--- src/rtl/store_arbiter.sv ---
// Two-port (fetch/data) arbiter in front of a single-cycle 32x8 store, round-robin on ties.
// Define STORE_ARB_LOADER_EN to add a fixed-priority loader port.
module store_arbiter (
    input  logic       clk,
    input  logic       rst,
    input  logic       f_req,
    input  logic [4:0] f_addr,
    output logic       f_ack,
    input  logic       d_req,
    input  logic       d_we,
    input  logic [4:0] d_addr,
    input  logic [7:0] d_wdata,
    output logic       d_ack,
`ifdef STORE_ARB_LOADER_EN
    input  logic       l_req,
    input  logic       l_we,
    input  logic [4:0] l_addr,
    input  logic [7:0] l_wdata,
    output logic       l_ack,
`endif
    output logic [7:0] rdata,
    output logic       ms_read,
    output logic       ms_write,
    output logic [4:0] ms_addr,
    output logic [7:0] ms_wdata,
    input  logic [7:0] ms_rdata
);

    typedef enum logic [1:0] {IDLE, ACCESS, ACK} state_t;

    localparam logic [1:0] ID_F = 2'd0;
    localparam logic [1:0] ID_D = 2'd1;
`ifdef STORE_ARB_LOADER_EN
    localparam logic [1:0] ID_L = 2'd2;
`endif

    state_t      state_reg, state_next;
    logic [1:0]  id_reg, id_next;
    logic [4:0]  addr_reg, addr_next;
    logic        we_reg, we_next;
    logic [7:0]  wdata_reg, wdata_next;
    logic        last_data_reg, last_data_next;
    logic [7:0]  rdata_reg, rdata_next;
    logic        pick_data;

    // Data wins when alone, or on a tie when fetch was granted last.
    assign pick_data = d_req && (!f_req || !last_data_reg);

    always_ff @(posedge clk or negedge rst) begin
        if (!rst) begin
            state_reg     <= IDLE;
            id_reg        <= ID_F;
            addr_reg      <= '0;
            we_reg        <= 1'b0;
            wdata_reg     <= '0;
            last_data_reg <= 1'b0;
            rdata_reg     <= '0;
        end else begin
            state_reg     <= state_next;
            id_reg        <= id_next;
            addr_reg      <= addr_next;
            we_reg        <= we_next;
            wdata_reg     <= wdata_next;
            last_data_reg <= last_data_next;
            rdata_reg     <= rdata_next;
        end
    end

    always_comb begin
        state_next     = state_reg;
        id_next        = id_reg;
        addr_next      = addr_reg;
        we_next        = we_reg;
        wdata_next     = wdata_reg;
        last_data_next = last_data_reg;
        rdata_next     = rdata_reg;
        case (state_reg)
            IDLE: begin
`ifdef STORE_ARB_LOADER_EN
                // Loader pre-empts both ports and leaves the round-robin pointer alone.
                if (l_req) begin
                    state_next = ACCESS;
                    id_next    = ID_L;
                    addr_next  = l_addr;
                    we_next    = l_we;
                    wdata_next = l_wdata;
                end else
`endif
                if (f_req || d_req) begin
                    state_next = ACCESS;
                    if (pick_data) begin
                        id_next        = ID_D;
                        addr_next      = d_addr;
                        we_next        = d_we;
                        wdata_next     = d_wdata;
                        last_data_next = 1'b1;
                    end else begin
                        id_next        = ID_F;
                        addr_next      = f_addr;
                        we_next        = 1'b0;
                        wdata_next     = '0;
                        last_data_next = 1'b0;
                    end
                end
            end
            ACCESS: begin
                state_next = ACK;
                if (!we_reg) begin
                    rdata_next = ms_rdata;
                end
            end
            ACK: begin
                state_next = IDLE;
            end
            default: begin
                state_next = IDLE;
            end
        endcase
    end

    // Store strobes are decoded from the state register so an async reset kills them at once.
    assign ms_read  = (state_reg == ACCESS) && !we_reg;
    assign ms_write = (state_reg == ACCESS) && we_reg;
    assign ms_addr  = (state_reg == ACCESS) ? addr_reg  : 5'd0;
    assign ms_wdata = (state_reg == ACCESS) ? wdata_reg : 8'd0;

    assign f_ack = (state_reg == ACK) && (id_reg == ID_F);
    assign d_ack = (state_reg == ACK) && (id_reg == ID_D);
`ifdef STORE_ARB_LOADER_EN
    assign l_ack = (state_reg == ACK) && (id_reg == ID_L);
`endif
    assign rdata = rdata_reg;

endmodule

--- config.mk ---
export PLATFORM = sky130hd
export DESIGN_NAME = store_arbiter
export DESIGN_NICKNAME = d
export VERILOG_FILES = /design/src/rtl/store_arbiter.sv
export SDC_FILE = /design/constraint.sdc
export NUM_CORES = 1
export LEC_CHECK = 0
export BUFFER_PORTS_ARGS = -buffer_cell sky130_fd_sc_hd__buf_4
export CORE_MARGIN = 1.5
export CORE_UTILIZATION = 33
export DETAILED_ROUTE_END_ITERATION = 10
export PLACE_DENSITY = 0.62
export SETUP_SLACK_MARGIN = 0.05
export SYNTH_ARGS = -nofsm -noshare
export SYNTH_HDL_FRONTEND = slang
export SYNTH_SLANG_ARGS = --single-unit
--- constraint.sdc ---
create_clock -name clk -period 3.3 [get_ports clk]
set_clock_uncertainty 0.15 [all_clocks]
set_input_delay 0.33 -clock clk [delete_from_list [all_inputs] [get_ports clk]]
set_output_delay 0.33 -clock clk [all_outputs]
set_load 0.005 [all_outputs]
==> summary.md <==
- **clock share of power** 10.3%
- **count of endpoints failing hold in the final timing report** 0
- **number of buffers inserted by port buffering** 55
- **worst setup path start** state_reg[1]$_DFFE_PN0P_
- **total clock buffers created by CTS** 3
- **actual transition at the worst max-transition pin** 711 ps
- **critical-path cell with the highest stage delay** sky130_fd_sc_hd__dfrtp_1
- **area share of the largest cell type after synthesis** 56.1%
- **switching share of power** 31.1%
- **Period Utilization, post-route** 63.6%
- **Max clock buf depth** 2
- **number of buffer and inverter stages on the critical path** 1
- **highest clock rate** 477 MHz
- **CTS tree** yes
- **Via-to-Cell Ratio** 4.57
- **antenna cell count** 0
- **post-synthesis area per instance** 13.8 um^2
- **RD Place Congestion** 0.678
- **terminus of the critical flop-to-flop path** rdata[5]$_DFFE_PN0P_
- **number of optimization iterations in the first detailed-route pass** 3
- **via count** 828
- **endpoints failing setup** 0
- **via count of the first global-routing pass** 851
- **synthesized flop and latch total** 25
- **count of fill cells added during filler insertion** 288
- **boundary pin count** 56
- **worst slew margin relative to its limit** 52.6%
- **gate count after technology mapping** 81
- **crit path kind** flip-flop to primary output
- **clock tree root driver cell** sky130_fd_sc_hd__clkbuf_4
- **sequential share of the synthesized area** 56.1%
- **RSZ-0062 raised after global routing** false
- **cell internal pwr** 0.871 mW
- **Final Max Tran Viols** 0
- **capturing element of the worst setup path** ms_read
- **Iter 0 DRT Violations** 22
- **die footprint** 0.00374 mm^2
- **total routing resource utilization after global routing** 12.9%
- **family of cells with the greatest summed delay on the critical path** simple AND/OR/NAND/NOR gates
- **total number of nets in the final design** 169
- **setup slack on the worst flop-to-flop path** 1540 ps
- **sequential share of power** 43.0%
- **DRC Markers** 0
- **Max-cap violations** 0
- **total length of routed wires** 2290 um
- **Max stage delay on crit path** 450 ps
- **post-synthesis instance area** 0.00112 mm^2
- **Clock transition at path regs** 130 ps
- **number of buffers added for setup after CTS** 0
- **total net switching power** 0.393 mW
- **worst path cell trace** nor2b_4 > and2b_1 > buf_4
- **Die Span Y** 61.2 um
- **crit path launch type** flip-flop
- **status** complete, no violations
- **count of different cell masters after synthesis** 20
- **antenna-violating nets left** 0
- **data required time of the critical path** 2820 ps
- **area growth from synthesis to layout** 43.0%
- **detail-routed net length per standard cell** 12.6 um
- **critical register-to-register path startpoint** state_reg[1]$_DFFE_PN0P_
- **cells taking the most area after synthesis** sky130_fd_sc_hd__dfrtp_1 (56%), sky130_fd_sc_hd__mux2_2 (13%), sky130_fd_sc_hd__and2_1 (7.8%), sky130_fd_sc_hd__a22o_1 (7.1%), sky130_fd_sc_hd__mux2_1 (4.0%)
- **aggregate global routing overflow** 0
- **Max Fanout on Critical Path** 16
- **HPWL after DPL** 1780 um
- **number of antenna violations at the first check in global routing** 0
- **VDD IR-drop max** 0.281 mV
- **summed negative setup slack over all endpoints** 0 ps
- **num rows** 20
- **combinational power share** 46.7%
- **maximum number of pins on one net before global-route repair** 26
- **final period demand of the worst path** 2100 ps
- **Core Region** 0.00313 mm^2
- **Resized cells post-CTS** 0
- **Leak Pwr** 0.801 nW
- **synthesized netlist net count** 112
- **TritonCTS Sinks** 25
- **share of final-layout standard cells stronger than drive strength 1** 56.9%
- **number of cell instances on the worst register-to-register path** 3
- **Clk Latency, worst-skew pair** 300 ps
- **die width** 61.2 um
- **class of the tightest hold or removal check** input port to flip-flop
- **number of buffers inserted by hold repair at cts** 1
- **wire length of the first global-routing pass** 3640 um
- **number of warnings printed during yosys synthesis** 0
- **sum of internal, switching and leakage power** 1.26 mW
- **post-synth top area cell** sky130_fd_sc_hd__dfrtp_1
- **endpoint kind of the worst setup timing path** primary output
- **crit path DAT** 1620 ps
- **H-tree Lvls** 1
- **Critical Path Stages** 3
- **power density over the cells** 792 mW/mm^2
- **starting density of the core** 35.7%
power by group through the flow:
stage	clock, mW	sequential, mW	combinational (mW)
3_3_place_gp	0	0.545	0.591
4_1_cts	0.137	0.545	0.604
2_1_floorplan	0	0.537	0.358
3_5_place_dp	0	0.554	0.601
5_1_grt	0.151	0.569	0.646
6_report	0.131	0.544	0.590
cell usage after synthesis:
master and instances:
sky130_fd_sc_hd__a21o_2 1, sky130_fd_sc_hd__nand2_1 1, sky130_fd_sc_hd__nor2_1 1, sky130_fd_sc_hd__a21boi_4 1, sky130_fd_sc_hd__buf_6 1, sky130_fd_sc_hd__mux2_1 4, sky130_fd_sc_hd__a22o_1 9, sky130_fd_sc_hd__mux2_2 13
sky130_fd_sc_hd__and2_1 14, sky130_fd_sc_hd__buf_2 2, sky130_fd_sc_hd__clkbuf_1 1, sky130_fd_sc_hd__inv_1 1, sky130_fd_sc_hd__dfrtp_1 25, sky130_fd_sc_hd__and2b_1 1, sky130_fd_sc_hd__and3_1 1, sky130_fd_sc_hd__and3b_2 1
sky130_fd_sc_hd__mux2_4 1, sky130_fd_sc_hd__nor3b_1 1, sky130_fd_sc_hd__nor2b_4 1, sky130_fd_sc_hd__o21ai_2 1
worst min-delay path by stage:
stage                     from                  endpoint  slack (ps)  cells past startpoint
floorplan                  rst   addr_reg[0]$_DFFE_PN0P_        -120                      0
global placement           rst      rdata[6]$_DFFE_PN0P_         100                      1
detailed placement         rst      rdata[6]$_DFFE_PN0P_         100                      1
CTS                 d_wdata[4]  wdata_reg[4]$_DFFE_PN0P_          70                      2
global route        d_wdata[1]  wdata_reg[1]$_DFFE_PN0P_          60                      2
finish              d_wdata[4]  wdata_reg[4]$_DFFE_PN0P_          80                      2
logic make-up after synthesis:
family | Yosys count | share of synthesized area, %
DFF | 25 | 56.1
and+or+nand+nor | 21 | 12.6
buffers and inverters | 5 | 2.58
AOI/OAI and AO/OA | 12 | 10.3
muxes | 18 | 18.5
layout make-up:
type	instances	area (um^2)	share of cell area, %
inverters	1	3.75	0.235
multi-input cells	51	462	28.9
clock buffers	3	22.5	1.41
well taps	44	55.1	3.45
flip-flops and latches	25	626	39.2
clock inverters	1	5.00	0.313
repair buffers	56	423	26.5
metrics by stage:
stage | worst slack, ps | cells | utilization [%] | hold slack, ps | cell area (um^2)
finish | 1200 | 181 | 51.0 | 75.9 | 1600
global route | 1050 | 181 | 51.0 | 56.4 | 1600
CTS | 1170 | 181 | 51.0 | 68.2 | 1600
detailed placement | 1540 | 176 | 49.8 | 96.2 | 1560
global placement | 1580 | 176 | 49.8 | 95.9 | 1560
floorplan | 1830 | 81 | - | -116 | 1120
cell usage in the layout (no fill, tap or decap):
master and count:
sky130_fd_sc_hd__mux2_2 13, sky130_fd_sc_hd__and3b_2 1, sky130_fd_sc_hd__nor3b_1 1, sky130_fd_sc_hd__and3_1 1, sky130_fd_sc_hd__and2_1 14, sky130_fd_sc_hd__and2b_1 1, sky130_fd_sc_hd__mux2_1 4, sky130_fd_sc_hd__mux2_4 1
sky130_fd_sc_hd__nor2b_4 1, sky130_fd_sc_hd__nand2_1 1, sky130_fd_sc_hd__o21ai_2 1, sky130_fd_sc_hd__inv_1 1, sky130_fd_sc_hd__dlygate4sd3_1 1, sky130_fd_sc_hd__a21o_2 1, sky130_fd_sc_hd__a22o_1 9, sky130_fd_sc_hd__clkinv_2 1
sky130_fd_sc_hd__a21boi_4 1, sky130_fd_sc_hd__nor2_1 1, sky130_fd_sc_hd__dfrtp_1 25, sky130_fd_sc_hd__clkbuf_4 3, sky130_fd_sc_hd__buf_4 55
layer usage:
metal | wire length, um | vias up | GRT usage, %
li1 | - | 396 | -
met1 | 914 | 414 | 14.6
met2 | 1290 | 16 | 24.9
met3 | 58 | 2 | 0.630
met4 | 27 | 0 | 5.59
met5 | 0 | - | 0
No activity file was read; power rests on OpenSTA's default activity.
